**src/rtl/upe_mul_seq.sv**
```systemverilog
// Sequential WIDTHxWIDTH signed/unsigned multiplier built around a single 16x16 limb multiplier.
// Operands are reduced to magnitudes on accept and the sign is restored on the accumulated product.
module upe_mul_seq #(
  parameter int WIDTH = 32
) (
  input  logic               clk_i,
  input  logic               rst_ni,
  input  logic               in_valid_i,
  output logic               in_ready_o,
  input  logic               in_signed_i,
  input  logic [WIDTH-1:0]   in_a_i,
  input  logic [WIDTH-1:0]   in_b_i,
  output logic               out_valid_o,
  input  logic               out_ready_i,
  output logic [2*WIDTH-1:0] out_p_o
);

  localparam int N  = WIDTH / 16;
  localparam int PW = 2 * WIDTH;

  localparam logic [1:0] IDLE = 2'd0;
  localparam logic [1:0] MUL  = 2'd1;
  localparam logic [1:0] FIX  = 2'd2;
  localparam logic [1:0] DONE = 2'd3;

  localparam logic [1:0] LAST = 2'(N - 1);

  logic [1:0]       state_q, state_d;
  logic [1:0]       i_q, i_d, j_q, j_d;
  logic [WIDTH-1:0] aMag_q, aMag_d, bMag_q, bMag_d;
  logic             neg_q, neg_d;
  logic [PW-1:0]    acc_q, acc_d;
  logic [PW-1:0]    p_q, p_d;
  logic             outValid_q, outValid_d;

  logic             aNeg, bNeg;
  logic [15:0]      aLimb, bLimb;
  logic [31:0]      limbProd;
  logic [6:0]       shamt;
  logic [PW-1:0]    partial;

  assign aNeg = in_signed_i & in_a_i[WIDTH-1];
  assign bNeg = in_signed_i & in_b_i[WIDTH-1];

  // Limb pair (i, j) lands at bit 16*(i+j) of the accumulator.
  assign aLimb    = 16'(aMag_q >> {i_q, 4'b0000});
  assign bLimb    = 16'(bMag_q >> {j_q, 4'b0000});
  assign limbProd = 32'(aLimb) * 32'(bLimb);
  assign shamt    = {(3'(i_q) + 3'(j_q)), 4'b0000};
  assign partial  = PW'(limbProd) << shamt;

  always_comb begin
    state_d    = state_q;
    i_d        = i_q;
    j_d        = j_q;
    aMag_d     = aMag_q;
    bMag_d     = bMag_q;
    neg_d      = neg_q;
    acc_d      = acc_q;
    p_d        = p_q;
    outValid_d = outValid_q;
    case (state_q)
      IDLE: begin
        if (in_valid_i) begin
          aMag_d  = aNeg ? (~in_a_i + WIDTH'(1)) : in_a_i;
          bMag_d  = bNeg ? (~in_b_i + WIDTH'(1)) : in_b_i;
          neg_d   = in_signed_i & (in_a_i[WIDTH-1] ^ in_b_i[WIDTH-1]);
          acc_d   = '0;
          i_d     = '0;
          j_d     = '0;
          state_d = MUL;
        end
      end
      MUL: begin
        acc_d = acc_q + partial;
        if (j_q == LAST) begin
          j_d = '0;
          if (i_q == LAST) begin
            i_d     = '0;
            state_d = FIX;
          end else begin
            i_d = i_q + 2'd1;
          end
        end else begin
          j_d = j_q + 2'd1;
        end
      end
      FIX: begin
        p_d        = neg_q ? (~acc_q + PW'(1)) : acc_q;
        outValid_d = 1'b1;
        state_d    = DONE;
      end
      DONE: begin
        if (out_ready_i) begin
          outValid_d = 1'b0;
          state_d    = IDLE;
        end
      end
      default: state_d = IDLE;
    endcase
  end

  always_ff @(posedge clk_i) begin
    if (!rst_ni) begin
      state_q    <= IDLE;
      i_q        <= '0;
      j_q        <= '0;
      aMag_q     <= '0;
      bMag_q     <= '0;
      neg_q      <= 1'b0;
      acc_q      <= '0;
      p_q        <= '0;
      outValid_q <= 1'b0;
    end else begin
      state_q    <= state_d;
      i_q        <= i_d;
      j_q        <= j_d;
      aMag_q     <= aMag_d;
      bMag_q     <= bMag_d;
      neg_q      <= neg_d;
      acc_q      <= acc_d;
      p_q        <= p_d;
      outValid_q <= outValid_d;
    end
  end

  assign in_ready_o  = (state_q == IDLE);
  assign out_valid_o = outValid_q;
  assign out_p_o     = p_q;

endmodule

```
**config.mk**
```make
export PLATFORM = sky130hd
export DESIGN_NAME = upe_mul_seq
export DESIGN_NICKNAME = d
export VERILOG_FILES = /design/src/rtl/upe_mul_seq.sv
export SDC_FILE = /design/constraint.sdc
export NUM_CORES = 1
export LEC_CHECK = 0
export CAP_MARGIN = 5
export CELL_PAD_IN_SITES_DETAIL_PLACEMENT = 0
export CELL_PAD_IN_SITES_GLOBAL_PLACEMENT = 1
export CORE_MARGIN = 2
export CORE_UTILIZATION = 51
export DETAILED_ROUTE_END_ITERATION = 12
export PLACE_DENSITY = 0.93
export SLEW_MARGIN = 10
export SYNTH_ARGS = -nofsm -noshare
export SYNTH_HDL_FRONTEND = slang
export SYNTH_SLANG_ARGS = --single-unit
```
**constraint.sdc**
```tcl
create_clock -name clk_i -period 21.7 [get_ports clk_i]
set_input_delay 5.425 -clock clk_i [delete_from_list [all_inputs] [get_ports clk_i]]
set_output_delay 5.425 -clock clk_i [all_outputs]
set_load 0.01 [all_outputs]
```
==> results.yml, run 1 <==
cells_and_area:
  instances_no_fill: 3507
  final_nets: 3334
  diodes: 0
  final_util_pct: 56.47
  syn2layout_area_growth_pct: 9.757
  drive_above_1_share_pct: 4.266
grt:
  antenna_found_initial: 0
  track_usage_pct: 30.62
  grt_pass1_wl_mm: 112.8
  overflow: 0
  first_global_vias: 20840
  grt_max_degree: 113
place:
  port_buffers: 134
  dp_hpwl_mm: 56.27
  gp_congestion: 1.000
  place_inst: 3475
drt:
  vias: 20600
  avgViaCountPerCell: 5.874
  avgRoutedWirePerCell_um: 20.20
  drc: 0
  firstDrtPassIters: 5
  drt_wl_total_mm: 70.85
  antenna_left: 0
  first_iter_violations: 1484
pwr:
  seqPwrFrac_pct: 15.2
  p_switching_w: 0.001966
  p_sw_share_pct: 55.37
  power.share.clock_pct: 9.5
  p_int_w: 0.001585
  vdd_ir_drop_max_uv: 98.44
  p_leak_nw: 12.02
  p_comb_share_pct: 75.3
  power.density_nw_per_um2: 139.5
yosys:
  yosys_warnings: 0
  ys_seq_elements: 200
  synth_area_per_cell_um2: 8.057
  synth_flop_cell: "dfxtp_1"
  synth_nets: 3319
  synthCells: 2879
  yosysTopAreaCell: "dfxtp_1"
  syn_area_um2: 23200
  synth_top_area_share_pct: 17.26
  ys_types: 76
  seq_area_frac_synth_pct: 17.26
  synth_edf_count: 0
  synth-async-reset-ratio_pct: 0
  synth_area_leaders: "dfxtp_1 17%, fa_1 17%, ha_1 9.4%"
clocking:
  cts_resized: 0
  max-clock-path-buffers: 2
  cts_buffers: 17
  cts_tree: "built"
  clk_latency_ns: 0.51
  post_cts_buffers: 0
  postCtsHoldBufs: 0
  htree_num_levels: 4
  clock-sinks: 200
  clk_pin_slew_ns: 0.08
  clockRootBuffer: "clkbuf_16"
floorplanning:
  io_pins: 135
  core_um2: 45090
  initial_utilization_pct: 51.45
  rows: 78
  die_h_um: 217.3
  die_w_um: 217.3
  fp.dieArea_um2: 47210
hold_path:
  hold_class: "flip-flop to flip-flop"
  worstHoldPathCells: 2
  hold_end: "aMag_q[0]"
  hp-start: "aMag_q[0]"
worst_setup_path:
  worst_ep_arrival_time_ns: 11.79
  r2r_start: "j_q[0]"
  max_stage_delay_ns: 1.04
  startpoint_type: "flip-flop"
  r2r_cells: 37
  cp-end-kind: "flip-flop"
  crit_top_cell: "fa_1"
  rr_endpoint: "acc_q[59]"
  crit_start: "j_q[0]"
  rrSetupSlack_ns: 10.36
  cp_slowest_cell: "dfxtp_1"
  crit_fanout: 18
  critical_path_class: "flip-flop to flip-flop"
  worstPathRequired_ns: 22.15
status:
  status: "finished, final reports clean"
sta:
  finalSetupTns_ns: 0
  worst_pin_slew_ns: 1.126
  setup_viol: 0
  rsz0062_at_grt: "no"
  post-route-min-period_ns: 11.34
  slew_headroom_pct: 24.64
  clock.fmax_mhz: 88.22
  hold_ws_ns: 0.4748
  slew_violations: 0
  period_share_pct: 52.24
  fin_skew_ns: 0.02376
  hold_viol_final: 0
job:
  cap_violations: 0
## synthesized netlist by cell type, types with 37 or more instances
cell type and count:
o211a_1 105, ha_1 175, a21oi_1 133, mux2i_1 69, nand3_1 40, and2_1 37
o21ai_0 110, fa_1 196, a21o_1 50, xor2_1 105, nor3_1 41, nor2_1 245
clkbuf_1 138, xnor2_1 81, inv_1 278, nand2_1 385, dfxtp_1 200, nor2b_1 81
## per-stage QoR
stage               area (um2)  power [W]  setup WS [ns]
floorplan                23200   0.002367          11.95
global placement         24850   0.003148          10.77
detailed placement       24850   0.003162          10.50
CTS                      25460   0.003532          10.47
global route             25460   0.003856          9.607
finish                   25460   0.003551          10.36
## cell families after synthesis
group                    synth area share, %
adder cells (fa/ha/maj)                26.35
multiplexers                           3.220
AND/OR/NAND/NOR                        20.21
flip-flops                             17.26
AO/OA/AOI/OAI                          18.80
XOR/XNOR                               7.023
buffers and inverters                  7.141
## layer usage
layer  up-vias  track usage (%)  routed length, um
li1       9767                -                  -
met1      9947            37.75              29340
met2       717            51.66              33750
met3       170            5.744               4433
met4         0            14.50               3333
met5         -                0                  0
## sequential cells by signal, summed over array words and instances, names as in the netlist
signal,count
aMag_q,32
acc_q,64
bMag_q,32
i_q,2
j_q,2
neg_q,1
out_p_o,64
out_valid_o,1
state_q,2
## critical path: cells and delay by family, from the launching register on
kind	cells	cell delay (ns)
fa+ha+maj	8	3.77
simple gates	11	3.16
compound gates	10	2.32
flops	1	1.04
mux	2	0.58
buf+inv	5	0.29
xor+xnor	1	0.10
## layout by cell type (no fill, tap or decap), types with 105 or more instances in the layout
cell type / Yosys / layout
a21oi_1: 133 / 133
clkdlybuf4s50_1: 0 / 133
dfxtp_1: 200 / 199
fa_1: 196 / 196
ha_1: 175 / 174
inv_1: 278 / 278
nand2_1: 385 / 385
nor2_1: 245 / 245
o211a_1: 105 / 105
o21ai_0: 110 / 110
xor2_1: 105 / 105
## layout make-up
| cell class | count | area [um2] |
|---|---|---|
| fill | 4169 | 19630 |
| multi-input combinational | 2242 | 17560 |
| sequential | 200 | 4005 |
| timing repair buffer | 155 | 1496 |
| inverter | 278 | 1044 |
| tap | 600 | 750.7 |
| clock buffer | 20 | 456.7 |
| clock inverter | 12 | 152.6 |
## worst max path at each step
stage                     end  slack [ns]
floorplan           acc_q[59]       11.95
global placement    acc_q[59]       10.77
detailed placement  acc_q[59]       10.50
CTS                 acc_q[59]       10.47
global route        acc_q[59]        9.61
finish              acc_q[59]       10.36
## power groups by stage
stage	registers [W]	clock network [W]	logic [W]
after floorplan	0.000532	0	0.00184
after global routing	0.000550	0.000353	0.00295
after global placement	0.000543	0	0.00261
after detailed placement	0.000545	0	0.00262
final	0.000540	0.000337	0.00267
after CTS	0.000539	0.000344	0.00265
No activity file was read; power rests on OpenSTA's default activity.
==> run 2, diff against run 1 <==
CORE_UTILIZATION = 47   (was 51)
PLACE_DENSITY = 0.87   (was 0.93)
clock period = 11.3 ns   (was 21.7 ns; I/O delays follow)
==> results.yml, run 2 (synthesized netlist as in run 1, its figures left out) <==
pwr:
  power_w: 0.006991
  power.density_nw_per_um2: 271.7
  p_leak_nw: 12.14
  vdd_ir_drop_max_uv: 228.0
drt:
  topRoutingLayerUsed: "met4"
  wl_met2_mm: 35.60
  wl_met1_mm: 31.37
  antenna_left: 0
  firstDrtPassIters: 5
  drc: 0
  vias: 20690
  route.met3.wl_mm: 3.757
  avgRoutedWirePerCell_um: 20.50
  drt_wl_total_mm: 73.67
  avgViaCountPerCell: 5.757
  first_iter_violations: 1450
grt:
  track_usage_pct: 29.73
  overflow: 0
  grt_max_degree: 105
  antenna_found_initial: 0
  grt_pass1_wl_mm: 117.0
  first_global_vias: 20900
sta:
  slew_violations: 0
  fin_skew_ns: 0.03017
  period_share_pct: 94.79
  post-route-min-period_ns: 10.71
  hold_viol_final: 0
  setup_viol: 0
  rsz0062_at_grt: "no"
  worst_pin_slew_ns: 1.015
  slew_headroom_pct: 31.72
  finalSetupTns_ns: 0
  clock.fmax_mhz: 93.36
cells_and_area:
  syn2layout_area_growth_pct: 10.93
  final_nets: 3356
  final_cell_mix: "385 x nand2_1, 278 x inv_1, 243 x nor2_1"
  final_util_pct: 52.68
  final_common_cell: "nand2_1"
  diodes: 0
  drive_above_1_share_pct: 5.087
worst_setup_path:
  worstPathRequired_ns: 11.75
  crit_top_cell: "fa_1"
  cp-end-kind: "flip-flop"
  worst_ep_arrival_time_ns: 11.16
  max_stage_delay_ns: 0.57
  crit_fanout: 12
  cp_slowest_cell: "fa_1"
  critical_path_class: "flip-flop to flip-flop"
  startpoint_type: "flip-flop"
clocking:
  postCtsHoldBufs: 0
  htree_num_levels: 4
  clk_latency_ns: 0.51
  post_cts_buffers: 0
  cts_buffers: 17
  cts_resized: 0
  clock-sinks: 200
  max-clock-path-buffers: 2
  cts_tree: "built"
  clk_pin_slew_ns: 0.09
  clockRootBuffer: "clkbuf_16"
floorplanning:
  rows: 81
  die_w_um: 226.2
  core_um2: 48850
  fp.dieArea_um2: 51150
  die_h_um: 226.2
  initial_utilization_pct: 47.49
  io_pins: 135
place:
  dp_hpwl_mm: 58.81
  gp_congestion: 0.9999
  port_buffers: 134
job:
  cap_violations: 0
hold_path:
  hold_class: "flip-flop to flip-flop"
status:
  status: "finished, final reports clean"
run 2: changes by cell type in the layout (fill, tap and decap cells not counted), sizes merged:
cell,before,now
buf,22,44
clkbuf,20,18
inv,285,286
clkinv,3,5
clkinvlp,1,0
run 2: path summary, 6_finish.rpt:
path                                   from     endpoint  slack (ns)  depth (start not counted)
worst min-delay path            out_p_o[32]  out_p_o[32]        0.48                          1
worst max-delay path                 j_q[0]    acc_q[59]        0.59                         36
worst max register to register       j_q[0]    acc_q[59]        0.59                         36
worst min register to register  out_p_o[32]  out_p_o[32]        0.48                          1
run 2: cell type report:
type	count	area (um2)
fillers	4706	23120
clock inverters	14	191.4
well taps	664	830.8
clock buffers	18	439.2
flip-flops and latches	200	4005
inverters	278	1044
repair buffers	177	1662
multi-input cells	2242	17560
run 2: report_power, final:
group          total, W  internal (W)  leakage (nW)  switching, W
sequential      0.00103      0.000877          1.63      0.000153
combinational   0.00530       0.00191          10.2       0.00339
clock          0.000666      0.000329         0.308      0.000338
run 2: stage by stage:
| step | hold WS [ns] | std cells | setup slack (ns) | area, um2 |
|---|---|---|---|---|
| 2_1_floorplan | 0.4428 | 2879 | 1.545 | 23200 |
| 3_3_place_gp | 0.4632 | 3561 | 0.6721 | 25100 |
| 3_5_place_dp | 0.4673 | 3561 | 0.5191 | 25100 |
| 4_1_cts | 0.4879 | 3593 | 0.4937 | 25730 |
| 5_1_grt | 0.5049 | 3593 | 0.01247 | 25730 |
| 6_report | 0.4821 | 3593 | 0.5885 | 25730 |
run 2: metal layers:
layer	track usage, %	vias up
li1	-	9814
met1	37.44	10060
met2	51.19	678
met3	3.968	132
met4	12.20	0
met5	0	-
run 2: worst max-delay path, delay by kind of cell, from the launching register on:
family	cells	cell delay (ns)
multiplexers	2	0.26
adder cells (fa/ha/maj)	8	4.01
AND/OR/NAND/NOR	9	2.30
buffers and inverters	4	0.50
AO/OA/AOI/OAI	12	2.82
flip-flops	1	0.51
XOR/XNOR	1	0.24
==> run 3, diff against run 2 <==
TNS_END_PERCENT = 100   (was default)
==> results of run 3 <==
No change in the layout: final DEF, timing and power equal those of run 2.
